==> src/rtl/clk_div_prog.sv <==
// Runtime-programmable 50%-duty clock divider with registered clk_out/tick outputs and a
// valid/ready divisor load that takes effect only at a full-period boundary.
// Optional phase-restart input `sync` is built only when CLKDIV_SYNC_EN is defined.
module clk_div_prog #(
    parameter int unsigned WIDTH       = 16,
    parameter int unsigned DEFAULT_DIV = 10
) (
    input  logic             clk_in,
    input  logic             reset,
    input  logic             en,
    input  logic [WIDTH-1:0] div_in,
    input  logic             div_valid,
`ifdef CLKDIV_SYNC_EN
    input  logic             sync,
`endif
    output logic             div_ready,
    output logic [WIDTH-1:0] div_active,
    output logic             clk_out,
    output logic             tick
);

    localparam logic [WIDTH-1:0] One     = WIDTH'(1);
    localparam logic [WIDTH-1:0] DivInit = WIDTH'(DEFAULT_DIV);

    logic [WIDTH-1:0] cnt_q, cnt_d;
    logic [WIDTH-1:0] active_q, active_d;
    logic [WIDTH-1:0] shadow_q, shadow_d;
    logic             clk_q, clk_d;
    logic             tick_q, tick_d;
    logic             pend_q, pend_d;
    logic             ready_q, ready_d;

    logic [WIDTH-1:0] eff_div;
    logic             terminal;
    logic             xfer;
    logic             sync_hit;

    // A programmed divisor of zero behaves as one.
    assign eff_div  = (active_q == '0) ? One : active_q;
    assign terminal = (cnt_q == (eff_div - One));
    assign xfer     = div_valid & ready_q;

`ifdef CLKDIV_SYNC_EN
    assign sync_hit = sync;
`else
    assign sync_hit = 1'b0;
`endif

    always_comb begin
        cnt_d    = cnt_q;
        clk_d    = clk_q;
        tick_d   = 1'b0;
        active_d = active_q;
        shadow_d = shadow_q;
        pend_d   = pend_q;
        // Ready lags the pending flag by one cycle on release, drops at once on accept.
        ready_d  = xfer ? 1'b0 : ~pend_q;

        if (sync_hit) begin
            cnt_d = '0;
            clk_d = 1'b0;
            if (pend_q) begin
                active_d = shadow_q;
                pend_d   = 1'b0;
            end
        end else if (en) begin
            if (terminal) begin
                cnt_d  = '0;
                clk_d  = ~clk_q;
                tick_d = ~clk_q;
                // Falling toggle closes a full period: safe point to retune.
                if (clk_q && pend_q) begin
                    active_d = shadow_q;
                    pend_d   = 1'b0;
                end
            end else begin
                cnt_d = cnt_q + One;
            end
        end

        if (xfer) begin
            shadow_d = div_in;
            pend_d   = 1'b1;
        end
    end

    always_ff @(posedge clk_in) begin
        if (reset) begin
            cnt_q    <= '0;
            clk_q    <= 1'b0;
            tick_q   <= 1'b0;
            active_q <= DivInit;
            shadow_q <= '0;
            pend_q   <= 1'b0;
            ready_q  <= 1'b1;
        end else begin
            cnt_q    <= cnt_d;
            clk_q    <= clk_d;
            tick_q   <= tick_d;
            active_q <= active_d;
            shadow_q <= shadow_d;
            pend_q   <= pend_d;
            ready_q  <= ready_d;
        end
    end

    assign div_ready  = ready_q;
    assign div_active = active_q;
    assign clk_out    = clk_q;
    assign tick       = tick_q;

endmodule

==> config.mk <==
export PLATFORM = sky130hd
export DESIGN_NAME = clk_div_prog
export DESIGN_NICKNAME = d
export VERILOG_FILES = /design/src/rtl/clk_div_prog.sv
export SDC_FILE = /design/constraint.sdc
export NUM_CORES = 1
export LEC_CHECK = 0
export CAP_MARGIN = 15
export CORE_MARGIN = 2
export CORE_UTILIZATION = 45
export DETAILED_ROUTE_END_ITERATION = 6
export MAX_ROUTING_LAYER = met4
export PLACE_DENSITY_LB_ADDON = 0.2
export SETUP_SLACK_MARGIN = 0.1
export SYNTH_ARGS = -nofsm -noshare
export SYNTH_HDL_FRONTEND = slang
export SYNTH_SLANG_ARGS = --single-unit
==> constraint.sdc <==
create_clock -name clk_in -period 3.22 [get_ports clk_in]
set_input_delay 0.644 -clock clk_in [delete_from_list [all_inputs] [get_ports clk_in]]
set_output_delay 0.644 -clock clk_in [all_outputs]
set_load 0.005 [all_outputs]
==> results by group, run 1 <==
Finish
  – Sequential cell area: 0.00104 sq mm
  – Multi-input gate area: 0.00183 sq mm
  – Syn-to-layout area delta: 31.4%
  – Filler Cells Inserted: 564
  – Fin nets: 414
  – Post-layout util: 0.607
  – Final std cells w/o fill: 470
  – Layout cells sized above 1: 0.219
  – # diodes: 0

Run status
  – Failing checks: negative setup slack
  – Status: finished, violations left

STA
  – Unrepaired setup endpoints after global routing: true
  – Final setup vio count: 6
  – Worst-Margin Slew: 0.566 ns
  – Peak Freq: 308 MHz
  – Min Tclk post-route: 3.25 ns
  – Fin worst setup slack: -0.0254 ns
  – Final setup skew: 0.00927 ns
  – Worst slew margin: 0.619
  – Final Hold Fails: 0
  – Crit share post-route: 1.01
  – Fin. max-slew vios: 0

Worst setup path
  – Crit Path Class: reg -> reg
  – Delay of the slowest critical-path stage: 0.39 ns
  – Most frequent cell on the critical path: nor4_4
  – CP required: 3.46 ns
  – Critical path capture point type: flop
  – Crit path max-delay family: compound AO/OA/AOI/OAI gates
  – Critical Path Fanout Max: 8
  – Buf+Inv Stages, Crit Path: 2
  – Worst setup SP type: flop
  – Slowest CP cell: o41a_1
  – Worst EP arrival: 3.48 ns
  – Worst path cell trace: nor4_4 > nand4_2 > o41a_1 > ha_4 > xor2_2 > o221ai_2 > a2111oi_4 > o211ai_1 > o21bai_4 > nor4_4 > buf_6 > clkbuf_16 > mux2i_1

Die
  – Die X: 84.3 um
  – IO Pins: 39
  – Die height: 84.3 um
  – Starting Density: 0.462
  – Core ar.: 0.00628 sq mm
  – Cell Rows: 29
  – Die ar.: 0.00710 sq mm

Power and ir drop
  – Int Power: 0.968 mW
  – Flop pwr share: 0.534
  – Peak VDD IR: 0.243 mV
  – Clock Power Share: 0.379
  – Net Sw Frac: 0.231
  – PD cells: 330 mW/mm^2
  – LEAKAGE: 1.37 nW
  – Switch Pwr: 0.291 mW
  – Logic pwr share: 0.087

Global route
  – First-pass GRT wire length: 11400 um
  – Initial antenna violation count: 0
  – Pin count of the biggest net entering global routing: 33
  – Vias in the first global route: 2370
  – Global route overflow: 0
  – Tot GR Track Use: 0.204

Logic synthesis
  – Fraction of registers with async set/reset: 0
  – Cell with the most instances after synthesis: nand2_1
  – Synth top area cells: dfxtp_1 (36%), nand2_1 (9.4%), mux2i_1 (6.6%), xor2_1 (5.4%), xnor2_1 (4.8%)
  – Cells after Synth: 336
  – Syn_area_per_cell: 8.63 sq um
  – Main combinational cell family by area after synthesis: simple AND/OR/NAND/NOR gates
  – Yosys reg bits: 52
  – Post-synth cell types: 53
  – Compound-Gate Fraction of Synth Area: 0.116
  – Multiplexer share of the synthesized area: 0.0656
  – Top cell type's share of synthesized area: 0.359
  – Synth Warn #: 0
  – Commonest cells in the netlist: nand2_1 (73), dfxtp_1 (52), mux2i_1 (19)
  – Top_reg_cell synth: dfxtp_1
  – Post-synthesis xor/xnor area fraction: 0.103
  – Post-Synth Simple-Gate Area: 0.288
  – Sequential fraction of the synthesis area: 0.359
  – Netlist Area Pre-Place: 0.00290 sq mm
  – Yosys top cell by area: dfxtp_1
  – Syn_nets: 358
  – Number of flops mapped to enable cells by yosys: 0
  – Post-synthesis adder-cell area fraction: 0.00863

Placed design
  – Port-buffer cells: 38
  – Placer Congestion: 0.946
  – Cell total after placement: 455
  – Post-DP HPWL: 4990 um

Route
  – Total wire length: 6970 um
  – Vias per cell: 5.36
  – Routed Antenna Nets: 0
  – Pre-antenna DRT Iters: 4
  – DRC viols: 0
  – Initial DRC Count: 137
  – Per-cell routed wire length: 14.8 um
  – DR vias: 2517

Clock network
  – H-tree depth: 2
  – Clock transition at the registers of the reported paths: 0.10 ns
  – CTS tree: done
  – Clock Tree Buf Depth: 2
  – CTS Sinks: 52
  – Num CTS Buffers: 5
  – Root buf cell: clkbuf_8
  – Clock insertion delay at the later pin of the skew report: 0.31 ns

Worst hold path
  – Hold crit path type: reg -> reg

Job
  – Number of max-cap violations: 0
==> through the flow <==
stage,power (mW),hold slack (ns),area (sq um),worst slack [ns],TNS (ns)
6_report,1.26,0.457,3810,-0.0254,-0.0637
5_1_grt,1.31,0.485,3810,-0.183,-4.03
3_5_place_dp,0.789,0.447,3460,-0.224,-5.77
2_1_floorplan,0.744,0.431,2920,-0.0413,-0.755
3_3_place_gp,0.787,0.444,3460,0.0101,0
4_1_cts,1.26,0.461,3650,-0.0789,-0.779
==> per-layer routing <==
layer	track usage	wire length, um	share of wire	up-vias
met5	-	0	0	-
met4	0.0850	168	0.024	0
met3	0.0256	233	0.033	14
met2	0.322	3380	0.49	67
met1	0.264	3180	0.46	1179
li1	-	-	-	1257
==> power groups by stage <==
stage | Clock (mW) | Combinational, mW | Sequential [mW]
after floorplan | 0 | 0.0612 | 0.683
after global placement | 0 | 0.101 | 0.686
after detailed placement | 0 | 0.103 | 0.686
after CTS | 0.485 | 0.108 | 0.671
after global routing | 0.515 | 0.123 | 0.675
final | 0.477 | 0.110 | 0.672
==> cell type report <==
cell class                      count  share of cell area
Inverter                            6             0.00591
Multi-Input combinational cell    256               0.480
Clock inverter                      2              0.0102
Clock buffer                        6              0.0217
Sequential cell                    52               0.274
Tap cell                           77              0.0253
Timing Repair Buffer               71               0.184
==> cell families (layout without fill, tap and decap cells) <==
group           count (synthesis)  after routing
xor+xnor                       34             34
fa+ha+maj                       2              2
mux                            19             19
buf+inv                        28             85
simple gates                  159            159
flops                          52             52
compound gates                 42             42
==> what timing repair did <==
action / in CTS / in global routing
pin swaps: 1 / 4
hold buffers: 0 / 0
cloned: 0 / 2
buffers inserted: 2 / 3
endpoints found under the setup margin: 34 / 35
resized for setup: 12 / 12
==> path summary, 6_finish.rpt <==
kind                       start             end  slack, ns  cells after the start
hold / removal      shadow_q[15]  div_active[15]       0.46                      2
setup reg to reg  div_active[15]  div_active[14]      -0.03                     13
hold reg to reg     shadow_q[15]  div_active[15]       0.46                      2
setup / recovery  div_active[15]  div_active[14]      -0.03                     13
==> sequential cells by signal (all words and copies together) (netlist names) <==
register / cells
tick: 1
pend_q: 1
shadow_q: 16
cnt_q: 16
clk_out: 1
div_active: 16
div_ready: 1
==> placed cells by master, fill, tap and decap left out, types with 5 or more instances in the layout <==
cell,instances
o21ai_0,5
nor3_1,5
clkbuf_8,6
dfxtp_1,50
nor2_1,16
clkdlybuf4s50_1,38
inv_1,6
mux2i_1,18
buf_4,26
nor2_2,12
nand4_1,8
nand3_1,11
nand2_1,73
and3_1,6
xnor2_1,14
a21oi_1,16
xor2_1,17
==> worst reg2reg max path: stages (launching register included) <==
cell and delay [ns]:
dfxtp_2 0.35, nor4_4 0.32, nand4_2 0.13, o41a_1 0.39, ha_4 0.30, xor2_2 0.13, o221ai_2 0.14, a2111oi_4 0.24
o211ai_1 0.18, o21bai_4 0.24, nor4_4 0.25, buf_6 0.17, clkbuf_16 0.16, mux2i_1 0.18
Note: power is estimated with default switching activity, not from simulation.
==> run 2: changes to the inputs <==
CORE_UTILIZATION = 41   (was 45)
clock period = 4.09 ns   (was 3.22 ns; I/O delays follow)
==> results by group, run 2 (synthesized netlist as in run 1, its figures left out) <==
Worst setup path
  – Most frequent cell on the critical path: nor4_4
  – CP required: 4.34 ns
  – Crit Path Class: reg -> reg
  – Critical Path Fanout Max: 17
  – Critical path capture point type: flop
  – Delay of the slowest critical-path stage: 0.42 ns
  – Worst setup SP type: flop
  – Worst path cell trace: nor4_4 > nand4_2 > o41a_1 > ha_1 > nor3b_4 > and4_1 > o21ba_2 > a221oi_2 > o211ai_2 > nor4_4 > buf_4 > mux2i_1
  – Slowest CP cell: dfxtp_1
  – Worst EP arrival: 3.93 ns

STA
  – Worst-Margin Slew: 1.01 ns
  – Final Hold Fails: 0
  – Crit share post-route: 0.900
  – Unrepaired setup endpoints after global routing: false
  – Min Tclk post-route: 3.68 ns
  – Fin. max-slew vios: 0
  – Peak Freq: 272 MHz
  – Final setup vio count: 0
  – Sum Neg Setup Slack: 0 ns
  – Worst slew margin: 0.327
  – Final setup skew: 0.0146 ns

Die
  – Die ar.: 0.00776 sq mm
  – IO Pins: 39
  – Die height: 88.1 um
  – Cell Rows: 30
  – Core ar.: 0.00683 sq mm
  – Starting Density: 0.425
  – Die X: 88.1 um

Clock network
  – Num CTS Buffers: 5
  – H-tree depth: 2
  – Setup Buffers After CTS: 0
  – Cts hold-fix bufs: 0
  – Clock transition at the registers of the reported paths: 0.11 ns
  – Post-cts resize count: 0
  – Clock insertion delay at the later pin of the skew report: 0.32 ns
  – Root buf cell: clkbuf_8
  – CTS Sinks: 52
  – CTS tree: done
  – Clock Tree Buf Depth: 2

Placed design
  – Cell total after placement: 453
  – Post-DP HPWL: 4670 um
  – Placer Congestion: 0.939
  – Port-buffer cells: 38

Route
  – Initial DRC Count: 129
  – Vias per cell: 5.14
  – Pre-antenna DRT Iters: 4
  – Total wire length: 6470 um
  – DR vias: 2371
  – Per-cell routed wire length: 14.0 um
  – Routed Antenna Nets: 0
  – DRC viols: 0

Worst hold path
  – Hold crit path type: reg -> reg

Finish
  – Layout cells sized above 1: 0.110
  – Most common cell after layout, fill and taps aside: nand2_1
  – Most frequent cells in the layout: nand2_1 (73), dfxtp_1 (52), clkdlybuf4s50_1 (38)
  – Post-layout util: 0.498
  – Syn-to-layout area delta: 17.2%
  – Filler Cells Inserted: 694
  – Fin nets: 386
  – Final std cells w/o fill: 461
  – # diodes: 0

Job
  – Number of max-cap violations: 0

Run status
  – Status: finished clean

Global route
  – First-pass GRT wire length: 10600 um
  – Tot GR Track Use: 0.181
  – Vias in the first global route: 2177
  – Global route overflow: 0
  – Pin count of the biggest net entering global routing: 33
  – Initial antenna violation count: 0

Power and ir drop
  – Peak VDD IR: 0.143 mV
  – PD cells: 287 mW/mm^2
  – LEAKAGE: 1.17 nW
-- run 2: changes by cell type in the layout (fill, tap and decap cells not counted), sizes merged --
cell / before / now
clkbuf: 8 / 6
inv: 6 / 7
buf: 31 / 5
clkinv: 1 / 0
-- run 2: report_power, final --
group / leakage (nW) / switching (mW) / total (mW) / internal [mW]
clock: 0.0558 / 0.184 / 0.369 / 0.185
sequential: 0.422 / 0.00943 / 0.529 / 0.519
combinational: 0.691 / 0.0399 / 0.0774 / 0.0374
total: 1.17 / 0.233 / 0.975 / 0.742
-- run 2: layer usage --
layer	wire [um]	vias to the layer above	global-route usage	part of all wire
met5	0	-	-	0
met4	177	0	0.0730	0.027
met3	251	18	0.0386	0.039
met2	2820	55	0.273	0.44
met1	3220	1094	0.237	0.50
li1	-	1204	-	-
-- run 2: area by class of cell --
| cell class | instances | area (sq um) | area share |
|---|---|---|---|
| Multi-Input combinational cell | 256 | 1690 | 0.496 |
| Sequential cell | 52 | 1040 | 0.306 |
| Inverter | 6 | 22.5 | 0.00662 |
| Clock buffer | 6 | 72.6 | 0.0213 |
| Timing Repair Buffer | 43 | 418 | 0.123 |
| Clock inverter | 2 | 38.8 | 0.0114 |
| Tap cell | 96 | 120 | 0.0353 |
-- run 2: critical path, delay by kind of cell (launching register included) --
| kind | cells | cell delay [ns] |
|---|---|---|
| adders and majority gates | 1 | 0.24 |
| buffers and inverters | 1 | 0.34 |
| AOI/OAI and AO/OA | 4 | 1.17 |
| DFF | 1 | 0.42 |
| muxes | 1 | 0.22 |
| and+or+nand+nor | 5 | 1.22 |
-- run 2: metrics by stage --
stage	worst slack (ns)	hold WS (ns)	instance area (sq um)	power (mW)
6_report	0.410	0.455	3400	0.975
3_3_place_gp	0.524	0.445	3290	0.617
3_5_place_dp	0.453	0.447	3290	0.617
5_1_grt	0.0970	0.481	3400	1.01
2_1_floorplan	0.765	0.437	2900	0.585
4_1_cts	0.411	0.461	3400	0.982
-- run 2: final timing paths --
check	to	slack [ns]	cells after the start	start
hold / removal	div_active[6]	0.46	2	shadow_q[6]
setup / recovery	div_active[5]	0.41	12	div_active[12]
setup reg to reg	div_active[5]	0.41	12	div_active[12]
hold reg to reg	div_active[6]	0.46	2	shadow_q[6]
==> run 3: changes to the inputs <==
ABC_AREA = 1   (was default)
==> results by group, run 3 <==
Run status
  – Status: finished clean

Clock network
  – Clock insertion delay at the later pin of the skew report: 0.31 ns
  – Cts hold-fix bufs: 0
  – CTS Sinks: 52
  – Post-cts resize count: 0
  – Setup Buffers After CTS: 0
  – Root buf cell: clkbuf_8
  – H-tree depth: 2
  – Num CTS Buffers: 5
  – CTS tree: done
  – Clock transition at the registers of the reported paths: 0.11 ns
  – Clock Tree Buf Depth: 2

STA
  – Unrepaired setup endpoints after global routing: false
  – Fin. max-slew vios: 0
  – Worst slew margin: 0.289
  – Crit share post-route: 0.803
  – Worst-Margin Slew: 1.06 ns
  – Peak Freq: 305 MHz
  – Final Hold Fails: 0
  – Final setup vio count: 0
  – Sum Neg Setup Slack: 0 ns
  – Min Tclk post-route: 3.28 ns
  – Final setup skew: 0.0120 ns

Worst setup path
  – Worst EP arrival: 3.54 ns
  – Critical Path Fanout Max: 31
  – Critical path capture point type: flop
  – CP required: 4.35 ns
  – Crit Path Class: reg -> reg
  – Worst setup SP type: flop

Logic synthesis
  – Synth Warn #: 0
  – Post-synth cell types: 34
  – Syn_area_per_cell: 6.48 sq um
  – Yosys top cell by area: dfxtp_1
  – Cell with the most instances after synthesis: nand2_1
  – Commonest cells in the netlist: nand2_1 (99), nor2_1 (94), inv_1 (65)
  – Synth top area cells: dfxtp_1 (34%), nand2_1 (12%), nor2_1 (12%), inv_1 (8.1%), nand3_1 (7.3%)
  – Top_reg_cell synth: dfxtp_1
  – Yosys reg bits: 52
  – Top cell type's share of synthesized area: 0.344
  – Syn_nets: 489
  – Fraction of registers with async set/reset: 0
  – Sequential fraction of the synthesis area: 0.344
  – Netlist Area Pre-Place: 0.00303 sq mm
  – Cells after Synth: 467
  – Number of flops mapped to enable cells by yosys: 0

Route
  – DRC viols: 0
  – Vias per cell: 4.91
  – Routed Antenna Nets: 0
  – DR vias: 2957
  – Total wire length: 7590 um
  – Pre-antenna DRT Iters: 5
  – Per-cell routed wire length: 12.6 um
  – Initial DRC Count: 129

Die
  – Die ar.: 0.00809 sq mm
  – Die height: 89.9 um
  – Die X: 89.9 um
  – Cell Rows: 31
  – Starting Density: 0.420
  – IO Pins: 39
  – Core ar.: 0.00721 sq mm

Placed design
  – Port-buffer cells: 38
  – Placer Congestion: 0.948
  – Post-DP HPWL: 5920 um

Global route
  – First-pass GRT wire length: 13200 um
  – Pin count of the biggest net entering global routing: 39
  – Initial antenna violation count: 0
  – Tot GR Track Use: 0.201
  – Vias in the first global route: 2888
  – Global route overflow: 0

Finish
  – Layout cells sized above 1: 0.0755
  – Fin nets: 524
  – Most frequent cells in the layout: nand2_1 (99), nor2_1 (94), inv_1 (65)
  – Post-layout util: 0.494
  – Syn-to-layout area delta: 17.8%
  – # diodes: 0
  – Most common cell after layout, fill and taps aside: nand2_1

Power and ir drop
  – LEAKAGE: 1.71 nW
  – Tot Pwr: 0.908 mW
  – Peak VDD IR: 0.177 mV
  – PD cells: 255 mW/mm^2

Worst hold path
  – Hold crit path type: reg -> reg

Job
  – Number of max-cap violations: 0
run 3: changes by cell type in the layout (fill, tap and decap cells not counted), sizes merged, moves of 7 or more:
cell and delta:
nor2 +76, inv +62, nand3 +35, nand2 +29, mux2i -19, o21ai +18
a21oi -14, xor2 -11, xnor2 -7
run 3: power breakdown:
| part | total [mW] | internal (mW) | leakage (nW) | switching, mW |
|---|---|---|---|---|
| Sequential | 0.534 | 0.523 | 0.424 | 0.0118 |
| Combinational | 0.0635 | 0.0313 | 1.23 | 0.0322 |
| Clock | 0.310 | 0.123 | 0.0485 | 0.187 |
run 3: stage by stage:
stage          cells  hold slack, ns  worst slack [ns]  cell area [sq um]
2_1_floorplan    467           0.455              1.62               3030
3_3_place_gp     594           0.464             0.958               3470
3_5_place_dp     594           0.473             0.853               3470
4_1_cts          602           0.495             0.808               3570
5_1_grt          602           0.515             0.514               3570
6_report         602           0.493             0.807               3570
run 3: kinds of logic after synthesis:
logic type	after synthesis	share of synthesized area
flops	52	0.344
buf+inv	81	0.109
compound gates	31	0.0558
xor+xnor	16	0.0463
fa+ha+maj	2	0.00826
simple gates	285	0.436
run 3: layout make-up:
| class | count | area [sq um] |
|---|---|---|
| fill | 779 | 3650 |
| multi-input combinational | 334 | 1660 |
| sequential | 52 | 1040 |
| timing repair buffer | 40 | 395 |
| inverter | 69 | 259 |
| tap | 99 | 124 |
| clock buffer | 5 | 68.8 |
| clock inverter | 3 | 22.5 |
run 3: layer usage:
metal | GRT usage | routed length [um] | vias up | part of all wire
li1 | - | - | 1541 | -
met1 | 0.256 | 3620 | 1329 | 0.48
met2 | 0.323 | 3410 | 69 | 0.45
met3 | 0.0444 | 391 | 18 | 0.052
met4 | 0.0615 | 170 | 0 | 0.022
met5 | - | 0 | - | 0
run 3: critical path, stage by stage, from the launching register on:
cell	delay, ns
dfxtp_1	0.53
nor2_4	0.07
nand2_1	0.15
nor2_4	0.06
nand2_4	0.14
nand2_1	0.09
inv_1	0.07
ha_1	0.20
nand2_1	0.15
o21ai_0	0.35
nand2_1	0.08
nand2_1	0.09
nand2_1	0.07
nor2_1	0.09
nand3_1	0.15
nor2_4	0.18
nand4_4	0.37
nand2_1	0.19
nand2_1	0.07
nor2_1	0.12
run 3: worst paths after layout:
kind | from | end | slack (ns) | cells after the start
max | div_active[9] | div_active[5] | 0.81 | 19
min | shadow_q[0] | shadow_q[0] | 0.49 | 2
max reg2reg | div_active[9] | div_active[5] | 0.81 | 19
min reg2reg | shadow_q[0] | shadow_q[0] | 0.49 | 2
